**src/rtl/mux_n_stream.sv**
```systemverilog
// N-channel registered stream multiplexer: explicit-select or round-robin
// channel choice feeding a single output register with valid/ready backpressure.
module mux_n_stream #(
  parameter int WIDTH = 8,
  parameter int N     = 4,
  parameter int SEL_W = $clog2(N)
) (
  input  logic               clk,
  input  logic               rst_n,
  input  logic               mode,
  input  logic [SEL_W-1:0]   sel,
  input  logic [N*WIDTH-1:0] in_data,
  input  logic [N-1:0]       in_valid,
  output logic [N-1:0]       in_ready,
  output logic [WIDTH-1:0]   out_data,
  output logic [SEL_W-1:0]   out_chan,
  output logic               out_valid,
  input  logic               out_ready
);

  localparam logic [SEL_W:0]   N_EXT     = (SEL_W+1)'(N);
  localparam logic [SEL_W-1:0] LAST_CHAN = SEL_W'(N-1);

  logic               r_out_valid;
  logic [WIDTH-1:0]   r_out_data;
  logic [SEL_W-1:0]   r_out_chan;
  logic [SEL_W-1:0]   r_rr_ptr;

  logic               w_load;
  logic               w_sel_ok;
  logic               w_rr_found;
  logic               w_req;
  logic               w_xfer;
  logic [SEL_W-1:0]   w_rr_grant;
  logic [SEL_W-1:0]   w_chan;
  logic [WIDTH-1:0]   w_data;
  logic [2*N-1:0]     w_rot;

  // Gating with rst_n keeps every in_ready low while reset is held.
  assign w_load   = rst_n & (~r_out_valid | out_ready);
  assign w_sel_ok = ({1'b0, sel} < N_EXT);

  // Rotate valids so bit 0 is the channel at rr_ptr; first set bit wins.
  assign w_rot = {in_valid, in_valid} >> r_rr_ptr;

  always_comb begin
    logic [SEL_W:0] sum;
    w_rr_found = 1'b0;
    w_rr_grant = '0;
    sum        = '0;
    for (int k = 0; k < N; k++) begin
      if (!w_rr_found && w_rot[k]) begin
        w_rr_found = 1'b1;
        sum = {1'b0, r_rr_ptr} + (SEL_W+1)'(k);
        if (sum >= N_EXT) sum = sum - N_EXT;
        w_rr_grant = sum[SEL_W-1:0];
      end
    end
  end

  assign w_chan = mode ? w_rr_grant : sel;
  assign w_req  = mode ? w_rr_found : w_sel_ok;

  for (genvar gi = 0; gi < N; gi++) begin : g_ready
    assign in_ready[gi] = w_load & w_req & (w_chan == SEL_W'(gi));
  end

  assign w_xfer = |(in_ready & in_valid);

  always_comb begin
    w_data = '0;
    for (int i = 0; i < N; i++) begin
      if (w_chan == SEL_W'(i)) w_data = in_data[i*WIDTH +: WIDTH];
    end
  end

  always_ff @(posedge clk or negedge rst_n) begin
    if (!rst_n) begin
      r_out_valid <= 1'b0;
      r_out_data  <= '0;
      r_out_chan  <= '0;
      r_rr_ptr    <= '0;
    end else if (w_load) begin
      r_out_valid <= w_xfer;
      if (w_xfer) begin
        r_out_data <= w_data;
        r_out_chan <= w_chan;
        if (mode) r_rr_ptr <= (w_chan == LAST_CHAN) ? '0 : w_chan + SEL_W'(1);
      end
    end
  end

  assign out_valid = r_out_valid;
  assign out_data  = r_out_data;
  assign out_chan  = r_out_chan;

endmodule

```
**config.mk**
```make
export PLATFORM = sky130hd
export DESIGN_NAME = mux_n_stream
export DESIGN_NICKNAME = d
export VERILOG_FILES = /design/src/rtl/mux_n_stream.sv
export SDC_FILE = /design/constraint.sdc
export NUM_CORES = 1
export LEC_CHECK = 0
export ABC_AREA = 1
export CELL_PAD_IN_SITES_DETAIL_PLACEMENT = 0
export CELL_PAD_IN_SITES_GLOBAL_PLACEMENT = 1
export CORE_UTILIZATION = 28
export CTS_BUF_LIST = sky130_fd_sc_hd__clkbuf_8
export DETAILED_ROUTE_END_ITERATION = 8
export GPL_ROUTABILITY_DRIVEN = 0
export PLACE_DENSITY_LB_ADDON = 0.15
export SYNTH_ARGS = -nofsm -noshare
export SYNTH_HDL_FRONTEND = slang
export SYNTH_SLANG_ARGS = --single-unit
```
**constraint.sdc**
```tcl
create_clock -name clk -period 3.2 [get_ports clk]
set_clock_uncertainty 0.15 [all_clocks]
set_input_delay 0.48 -clock clk [delete_from_list [all_inputs] [get_ports clk]]
set_output_delay 0.48 -clock clk [all_outputs]
set_load 0.05 [all_outputs]
```
# == Yosys cells after proc, flatten, opt, wreduce, memory -nomap -nowiden ==
# Cells that the tools add are included.
# classes
addsub,8
shift,1
magnitude_cmp,4
bitwise,9
n_reduce_logical,10
n_eq_ne,3
mux,19
# op_table
operator,n
2-to-1 mux 8 bit,4
2-to-1 mux 2 bit,10
greater-or-equal comparator 3 bit (second input constant),3
right shift 8 x 2 -> 4 bit,1
subtractor 2 x 1 -> 2 bit (second input constant),4
adder 2 x 2 -> 3 bit (second input constant),2
bitwise AND 1 bit,6
2-to-1 mux 1 bit,5
bitwise AND 4 bit,1
equality test 2 bit (second input constant),2
OR reduction 4 bit,1
adder 2 x 1 -> 3 bit (second input constant),1
greater-or-equal comparator 2 x 3 -> 1 bit (second input constant),1
logical AND 1 bit,3
zero test 1 bit,3
AND reduction 3 bit,1
adder 2 x 1 -> 2 bit (second input constant),1
equality test 2 x 1 -> 1 bit (second input constant),1
zero test 2 bit,1
AND reduction 2 bit,1
inverter 1 bit,1
bitwise OR 1 bit,1
# totals
regBits,13
word_cells,58
in_bits,42
output_inout_bits,15

# == Logic depth before layout (Yosys ltp) ==
# Gate-level depths: netlist (run 1).
# depth
depth_word,17
ltp_mapped,21
depth_no_buf,19

# == Worst setup path before layout (run 1) ==
# No wires, ideal clock.
# synth_timing
kind,input -> output
from,input port in_valid[3]
to,output port in_ready[1]
path_buffers,1
cell_stages,15
setup_slack_ps,-160
required_ps,2570
arrival_ps,2730
cell_sequence,inv_1 nand2_2 nand3_2 nand2_4 nor2_8 nand3_1 nand2_1 nand2_1 nand3_1 nand2_1 inv_1 ha_1 clkbuf_1 clkinv_1 nor2_1
# synth_via
elab_chain_cells,14
word_cells_on_any_way,20
cone_classes,eq/ne: 1; shift: 1; mux: 10; bitwise: 2; reduce/logical: 6
# synth_rtl
item,line,source
"start, declared",13,"input logic [N-1:0] in_valid,"
right shift 8 x 2 -> 4 bit *,44,"assign w_rot = {in_valid, in_valid} >> r_rr_ptr;"
2-to-1 mux 1 bit,52,if (!w_rr_found && w_rot[k]) begin
zero test 1 bit,52,
logical AND 1 bit,52,
2-to-1 mux 1 bit,52,
zero test 1 bit,52,
logical AND 1 bit,52,
2-to-1 mux 1 bit,52,
zero test 1 bit,52,
logical AND 1 bit,52,
2-to-1 mux 2 bit *,52,
2-to-1 mux 2 bit *,61,assign w_chan = mode ? w_rr_grant : sel;
named net w_chan[0],35,logic [SEL_W-1:0] w_chan;
equality test 2 x 1 -> 1 bit *,65,assign in_ready[gi] = w_load & w_req & (w_chan == SEL_W'(gi));
bitwise AND 1 bit *,65,
"end, declared",14,"output logic [N-1:0] in_ready,"
# The timed path passes the listed nets; every way through them passes the cells marked *.

# == Worst setup path in the final report (run 1) ==
# layout_timing
from,input port in_valid[0]
to,output port in_ready[1]
# The elaborated chain is that of the path after synthesis.

==> results_dict.tcl, run 1 <==
set metrics [dict create \
    outcome "finished, final reports clean" \
    synth_mux_area_share_pct 0 \
    tightest_slew_ns 0.513 \
    yosysTopAreaCellShare_pct 27.3 \
    cts_buffers 3 \
    vias 1406 \
    ios 57 \
    dp_slack_ns -0.0332 \
    synth_top_family_by_area "simple AND/OR/NAND/NOR gates" \
    wl_um 3540 \
    grt.overflow.total 0 \
    path_class "primary input to primary output" \
    synth_top_area_cell "dfrtp_1" \
    grt_use_total_pct 16.7 \
    grt_pass1_wl_um 5720 \
    drt_iter0_drc 43 \
    seq_area_frac_synth_pct 27.3 \
    syn_area_um2 1190 \
    dpl_cell_area_um2 1920 \
    avgSynthCellArea_um2 6.42 \
    h-tree-depth 1 \
    finalHoldViolations 0 \
    synth-main-ff-cell "dfrtp_1" \
    holdCritPathClass "flip-flop to flip-flop" \
    cts_buffer_depth 2 \
    rsz0062_at_grt "false" \
    grt_antenna_before_repair 0 \
    stdcell_count 300 \
    drt_first_pass_iters 4 \
    async_reset_ff_share_pct 100 \
    wl_per_cell_um 11.8 \
    start_util_pct 29.4 \
    ys_top_cells_by_count "67 x nand2_1, 18 x nand3_1, 17 x o21ai_0, 16 x inv_1, 13 x dfrtp_1" \
    via_per_inst 4.69 \
    worstSkewPairLatency_ns 0.24 \
    tritoncts "done" \
    fin_crit_sh_pct 94.6 \
    clkTransAtPathRegs_ns 0.05 \
    fin_crit_ns 3.03 \
    max_slew_margin_pct 65.7 \
    antenna_cells 0 \
    synthXorXnorAreaFrac_pct 0.734 \
    area_delta_synth_final_pct 70.1 \
    maxCapViolCount 0 \
    final_nets 297 \
    io_buffers 56 \
    power_density_nw_per_um2 928 \
    core_area_um2 4060 \
    grt_pass1_vias 1325 \
    clock_sinks 13 \
    fmax_mhz 330 \
    antenna_left 0 \
    synth_edf_count 0 \
    design_area_um2 2030 \
    finalSetupViolCount 0 \
    p_leak_nw 0.945 \
    dieArea_um2 4530 \
    crit_fanout 4 \
    total_power_mw 1.88 \
    drc_errors 0 \
    die_width_um 67.3 \
    ys_types 25 \
    placedCellCount 296 \
    synthSimpleGateAreaFrac_pct 44.5 \
    hpwl_um 2900 \
    synth_compound_area_share_pct 12.8 \
    drive_above_1_share_pct 20.8 \
    worst_ep_arrival_time_ns 2.40 \
    row_count 23 \
    cp-start-kind "primary input" \
    layout_setup_ws_ns 0.173 \
    grt_max_degree 17 \
    critical_path_required_ns 2.57 \
    synth.most_common_cell "nand2_1" \
    yosysWarningCount 0 \
    netlist_top_cells_area "dfrtp_1 27%, nand2_1 21%, nand3_1 7.5%" \
    ys_ff_latch 13 \
    critPathCaptureType "primary output" \
    root_buffer "clkbuf_8" \
    synth_nets 232 \
    peakVddDrop_v 0.000408 \
    maxSlewViolCount 0 \
    syn_inst 186 \
    die-height_um 67.3 \
    synthAdderAreaFrac_pct 4.19 \
]
-- through the flow --
step	hold WS (ns)	util, %	setup TNS (ns)
floorplan	0.0344	-	0
global placement	0.314	47.2	-0.453
detailed placement	0.315	47.2	-0.177
CTS	0.330	48.4	0
global route	0.361	50.0	0
finish	0.326	50.0	0
-- kinds of logic (layout without fill, tap and decap cells) --
logic type      count (synthesis)  after routing
fa+ha+maj                       4              4
compound gates                 30             30
simple gates                  111            111
xor+xnor                        1              1
flops                          13             13
buf+inv                        27             91
-- cells in the final DEF, fill, tap and decap left out, drive strengths merged --
cell type / count
nand3: 21
nand2: 73
nor2: 9
inv: 20
a21oi: 8
o21bai: 1
nand4: 8
clkdlybuf4s50: 52
xor2: 1
dfrtp: 13
buf: 16
ha: 4
clkbuf: 3
o21ai: 21
-- state kept, by name, summed over array words and instances (netlist names) --
name / flops
out_chan: 2
out_valid: 1
r_rr_ptr: 2
out_data: 8
-- repair_timing --
item / in CTS / in global routing
hold buffers: 0 / 0
endpoints found under the setup margin: 2 / 11
resized for setup: 1 / 20
buffers inserted: 0 / 0
pin swaps: 0 / 4
-- path summary, 6_finish.rpt --
kind / start / to / slack (ns) / depth (start not counted)
worst max-delay path: in_valid[0] / in_ready[1] / 0.17 / 15
worst min-delay path: out_data[4] / out_data[4] / 0.33 / 2
worst max register to register: r_rr_ptr[0] / r_rr_ptr[0] / 0.42 / 18
worst min register to register: out_data[4] / out_data[4] / 0.33 / 2
max in group asynchronous: rst_n / out_data[6] / 2.33 / 2
min in group asynchronous: rst_n / out_valid / 0.41 / 2
-- routing by layer --
metal	track usage, %	vias up	wire length, um
li1	-	731	-
met1	18.7	632	1410
met2	31.9	41	1890
met3	4.39	2	229
met4	2.13	0	10
met5	0	-	0
-- final cells by class --
cell class | instances | area, um2
fillers | 425 | 2030
multi-input cells | 146 | 818
repair buffers | 68 | 703
flip-flops and latches | 13 | 325
inverters | 19 | 76.3
well taps | 50 | 62.6
clock buffers | 3 | 41.3
clock inverters | 1 | 3.75
-- worst max-delay path: stages --
cell and delay (ns):
clkdlybuf4s50_1 0.49, inv_1 0.06, nand2_1 0.09, nand2_1 0.06
nand2_1 0.07, nand2_2 0.09, o21bai_1 0.17, nand3_1 0.11
nand3_2 0.11, nand2_4 0.07, inv_2 0.09, ha_2 0.19
inv_2 0.05, nor2_4 0.12, buf_12 0.14
-- report_power, final --
part           switching [mW]  internal, mW  total (mW)
clock                  0.0545        0.0844       0.139
combinational           0.870         0.566        1.44
sequential             0.0713         0.238       0.309
total                   0.996         0.888        1.88
No activity file was read; power rests on OpenSTA's default activity.
==> inputs of run 2 (changes only) <==
CTS_CLUSTER_DIAMETER = 60   (was not set)
GPL_TIMING_DRIVEN = 0   (was not set)
==> results_dict.tcl, run 2 (synthesis results as in run 1) <==
set metrics [dict create \
    clock_sinks 13 \
    vias 1396 \
    cts_buffer_depth 2 \
    worst_ep_arrival_time_ns 2.50 \
    area_delta_synth_final_pct 71.2 \
    critical_path.max_stage_delay_ns 0.43 \
    ios 57 \
    cts_hold_buf 0 \
    maxCapViolCount 0 \
    largest_reg_flops 8 \
    max_slew_margin_pct 60.5 \
    h-tree-depth 1 \
    clkTransAtPathRegs_ns 0.06 \
    worst_r2r_endpoint "r_rr_ptr[1]" \
    mostFrequentLayoutCell "nand2_1" \
    grt_use_total_pct 16.3 \
    grt_pass1_vias 1292 \
    core_area_um2 4060 \
    fmax_mhz 320 \
    reg2reg_from "r_rr_ptr[0]" \
    dp_slack_ns -1.29 \
    tightest_slew_ns 0.590 \
    nFillCells 450 \
    die_width_um 67.3 \
    drt_first_pass_iters 4 \
    tritoncts "done" \
    reg2reg_slack_ns 0.48 \
    critical_path_required_ns 2.57 \
    row_count 23 \
    dpl_cell_area_um2 1820 \
    io_buffers 56 \
    final_nets 299 \
    root_buffer "clkbuf_8" \
    worstHoldPathCells 2 \
    finalSetupViolCount 0 \
    cp_cell_sequence "clkdlybuf4s50_1 > inv_1 > nand2_1 > nand3_1 > nand2_2 > nor2_8 > nand3_2 > nand3_1 > nand3_2 > nand2_4 > buf_12 > ha_4 > inv_1 > nor2_1 > buf_6" \
    drt_iter0_drc 50 \
    critPathCaptureType "primary output" \
    antenna_cells 0 \
    hold_start "out_data[0]" \
    die-height_um 67.3 \
    cts_buffers 3 \
    cp-start-kind "primary input" \
    drc_errors 0 \
    p_leak_nw 0.972 \
    final_cell_mix "64 x nand2_1, 49 x clkdlybuf4s50_1, 17 x o21ai_0, 16 x nand3_1, 13 x dfrtp_1" \
    fin_crit_sh_pct 97.8 \
    path_depth 15 \
    worstSkewPairLatency_ns 0.24 \
    cp_slowest_cell "clkdlybuf4s50_1" \
    power_density_nw_per_um2 945 \
    outcome "finished, final reports clean" \
    wl_um 3600 \
    critPathBufInv 5 \
    multi_input_area_um2 821 \
    antenna_left 0 \
    drive_above_1_share_pct 21.0 \
    min_to "out_data[0]" \
    placedCellCount 292 \
    rsz0062_at_grt "true" \
    rr_worst_depth 20 \
    wl_per_cell_um 11.9 \
    layout_setup_ws_ns 0.0709 \
    dieArea_um2 4530 \
    holdCritPathClass "flip-flop to flip-flop" \
    grt_antenna_before_repair 0 \
    seqCellArea_um2 325 \
    grt_max_degree 15 \
    maxSlewViolCount 0 \
    via_per_inst 4.62 \
    grt_pass1_wl_um 5600 \
    peakVddDrop_v 0.000488 \
    grt.overflow.total 0 \
    start_util_pct 29.4 \
    crit_fanout 9 \
    design_area_um2 2040 \
    stdcell_count 302 \
    fin_crit_ns 3.13 \
    crit_family "simple AND/OR/NAND/NOR gates" \
    path_class "primary input to primary output" \
    holdWs_ns 0.329 \
    hpwl_um 2750 \
    finalHoldViolations 0 \
]
run 2: cell types whose count changed in the layout (fill, tap and decap cells not counted), sizes merged:
cell,change
clkdlybuf4s50,-3
dlymetal6s2s,+3
clkinv,+2
inv,-2
buf,+1
clkbuf,+1
run 2: worst reg2reg max path, cell delays in order (launching register included):
cell,delay [ns]
dfrtp_1,0.37
buf_6,0.14
inv_6,0.07
nand2_1,0.07
nand3_1,0.09
nand2_2,0.12
nor2_8,0.15
nand4_1,0.10
nand2_1,0.07
inv_1,0.04
nand2_1,0.07
nand2_2,0.11
inv_2,0.14
ha_4,0.18
buf_4,0.17
nand4_1,0.10
nand2_1,0.16
inv_1,0.07
nand2_2,0.16
nand3_1,0.09
nand2_1,0.07
run 2: power by group:
part	total, mW	leakage [nW]	switching (mW)	internal, mW
logic	1.51	0.782	0.924	0.590
clock network	0.145	0.0255	0.0592	0.0860
registers	0.273	0.165	0.0354	0.238
run 2: metrics by stage:
step	setup TNS (ns)	util [%]	total power, mW
detailed placement	-9.33	44.9	1.57
CTS	0	48.8	1.86
finish	0	50.4	1.93
global placement	-10.20	44.9	1.58
floorplan	0	-	1.21
global route	-0.107	50.4	2.09
run 2: metal layers:
metal | global-route usage, % | wire, um | up-vias | part of all wire, %
met5 | 0 | 0 | - | 0
met4 | 0 | 0 | 0 | 0
met3 | 4.73 | 211 | 0 | 5.9
met2 | 31.3 | 1820 | 43 | 51
met1 | 18.7 | 1570 | 616 | 44
li1 | - | - | 737 | -
run 2: layout make-up:
cell class,count,area share [%]
Clock inverter,1,0.245
Buffer,4,2.14
Tap cell,50,3.06
Clock buffer,3,2.02
Multi-Input combinational cell,146,40.2
Timing Repair Buffer,66,32.3
Sequential cell,13,15.9
Inverter,19,4.10
run 2: worst max-delay path by stage:
stage / slack (ns) / endpoint / startpoint
global placement: -1.36 / in_ready[1] / in_valid[2]
CTS: 0.003 / in_ready[3] / in_valid[3]
detailed placement: -1.29 / in_ready[1] / in_valid[3]
finish: 0.07 / in_ready[2] / in_valid[1]
floorplan: 0.02 / in_ready[2] / in_valid[3]
global route: -0.05 / in_ready[2] / in_valid[1]
run 2: repair_timing:
action	in CTS	in global routing
pin swaps	3	5
setup endpoints to repair	12	4
gates resized for setup	49	7
setup buffers	5	5
==> inputs of run 3 (changes only) <==
ABC_AREA = 0   (was 1)
CORE_MARGIN = 5   (was not set)
CORE_UTILIZATION = 29   (was 28)
==> results_dict.tcl, run 3 <==
set metrics [dict create \
    ios 57 \
    dp_slack_ns -0.766 \
    nFillCells 388 \
    timing.setup.tns_ns 0 \
    wl_um 3620 \
    mostFrequentLayoutCell "clkdlybuf4s50_1" \
    ys_top_cells_by_count "21 x nand2_1, 17 x a21oi_1, 14 x o21ai_1, 13 x dfrtp_1, 11 x inv_1" \
    worstSkewPairLatency_ns 0.24 \
    grt.overflow.total 0 \
    tightest_slew_ns 0.645 \
    cts_buffers 3 \
    max_slew_margin_pct 56.9 \
    h-tree-depth 1 \
    yosysTopAreaCellShare_pct 28.3 \
    avgSynthCellArea_um2 8.04 \
    synth.most_common_cell "nand2_1" \
    worst_r2r_endpoint "r_rr_ptr[1]" \
    core_area_um2 3740 \
    final_nets 253 \
    peakVddDrop_v 0.000220 \
    outcome "finished, final reports clean" \
    total_power_mw 1.32 \
    antenna_cells 0 \
    synth_nets 189 \
    dieArea_um2 5320 \
    stdcell_count 254 \
    fmax_mhz 329 \
    die_width_um 73.0 \
    cp-startpoint "r_rr_ptr[1]" \
    via_per_inst 4.99 \
    antenna_left 0 \
    row_count 22 \
    grt_pass1_wl_um 5820 \
    synth_top_area_cell "dfrtp_1" \
    drive_above_1_share_pct 16.5 \
    critical_path_required_ns 2.57 \
    synth-main-ff-cell "dfrtp_1" \
    crit_end "in_ready[3]" \
    grt_antenna_before_repair 0 \
    area_delta_synth_final_pct 60.1 \
    power_density_nw_per_um2 716 \
    fin_crit_ns 3.04 \
    final_cell_mix "47 x clkdlybuf4s50_1, 21 x nand2_1, 17 x a21oi_1, 13 x o21ai_1, 13 x dfrtp_1" \
    start_util_pct 30.7 \
    die-height_um 73.0 \
    reg2reg_from "r_rr_ptr[1]" \
    largest_reg_flops 8 \
    vias 1268 \
    io_buffers 56 \
    netlist_top_cells_area "dfrtp_1 28%, a21oi_1 7.4%, nand2_1 6.9%" \
    grt_max_degree 16 \
    drt_iter0_drc 48 \
    seq_area_frac_synth_pct 28.3 \
    critPathCaptureType "primary output" \
    clock_sinks 13 \
    syn_inst 143 \
    drc_errors 0 \
    fin_crit_sh_pct 95.1 \
    worst_ep_arrival_time_ns 2.41 \
    cts_hold_buf 0 \
    layout_setup_ws_ns 0.156 \
    async_reset_ff_share_pct 100 \
    cts_buffer_depth 2 \
    synth_edf_count 0 \
    syn_area_um2 1150 \
    placedCellCount 247 \
    crit_fanout 10 \
    finalHoldViolations 0 \
    rr_worst_depth 10 \
    hold_start "out_data[3]" \
    path_class "flip-flop to primary output" \
    final_util_pct 49.2 \
    p_leak_nw 0.793 \
    finalSetupViolCount 0 \
    maxCapViolCount 0 \
    clkTransAtPathRegs_ns 0.06 \
    grt_use_total_pct 13.7 \
    tritoncts "done" \
    hpwl_um 2940 \
    ys_types 34 \
    rsz0062_at_grt "false" \
    yosysWarningCount 0 \
    maxSlewViolCount 0 \
    grt_pass1_vias 1269 \
    root_buffer "clkbuf_8" \
    ys_ff_latch 13 \
    reg2reg_slack_ns 0.52 \
    holdCritPathClass "flip-flop to flip-flop" \
    wl_per_cell_um 14.3 \
    drt_first_pass_iters 4 \
    cp-start-kind "flip-flop" \
]
[run 3: worst min path at each step]
stage                        endpoint  slack (ns)  cells past startpoint
after global placement    out_data[4]        0.32                      2
after CTS                 out_data[7]        0.34                      2
after detailed placement  out_data[7]        0.33                      2
final                     out_data[3]        0.34                      2
after floorplan           out_chan[0]        0.03                      0
after global routing      out_chan[1]        0.36                      2
[run 3: metal layers]
layer	track usage (%)	share of wire [%]	up-vias	routed length, um
met5	0	0	-	0
met3	2.62	7.5	4	270
li1	-	-	634	-
met4	4.30	0.97	0	35
met2	21.9	45	46	1620
met1	18.6	47	584	1700
[run 3: final cells by class]
| cell class | instances | area [um2] | area share [%] |
|---|---|---|---|
| flip-flops and latches | 13 | 325 | 17.7 |
| plain buffers | 11 | 97.6 | 5.30 |
| inverters | 12 | 45.0 | 2.45 |
| clock inverters | 1 | 5.00 | 0.272 |
| clock buffers | 3 | 41.3 | 2.24 |
| multi-input cells | 107 | 706 | 38.3 |
| well taps | 48 | 60.1 | 3.26 |
| repair buffers | 59 | 561 | 30.5 |
[run 3: kinds of logic (layout without fill, tap and decap cells)]
group,Yosys count,in the layout,synth area share [%]
AO/OA/AOI/OAI,57,57,31.7
AND/OR/NAND/NOR,41,41,17.6
buffers and inverters,23,86,12.4
flip-flops,13,13,28.3
multiplexers,5,5,5.66
adder cells (fa/ha/maj),4,4,4.35
[run 3: report_power, final]
part | internal (mW) | leakage (nW) | switching [mW] | total, mW
combinational | 0.358 | 0.605 | 0.529 | 0.887
sequential | 0.237 | 0.163 | 0.0503 | 0.287
clock | 0.0858 | 0.0255 | 0.0567 | 0.142
total | 0.681 | 0.793 | 0.636 | 1.32
[run 3: per-stage QoR]
step	cell area, um2	hold slack, ns
final	1840	0.335
after global routing	1840	0.361
after CTS	1830	0.342
after detailed placement	1770	0.329
after global placement	1770	0.318
after floorplan	1150	0.0344
[run 3: worst max-delay path, cell delays in order, from the launching register on]
cell and delay, ns:
dfrtp_1 0.38, buf_6 0.14, nand2b_1 0.15, a21o_1 0.23
a41oi_4 0.27, inv_1 0.10, ha_1 0.21, clkbuf_8 0.16
clkbuf_4 0.19, nand3_1 0.08, o21ai_1 0.07, buf_4 0.20
[run 3: what timing repair did]
item                       CTS  global route
pin swaps                    1             0
buffers inserted             3             0
setup endpoints to repair    4             4
gates cloned                 0             0
gates resized for setup     30             6
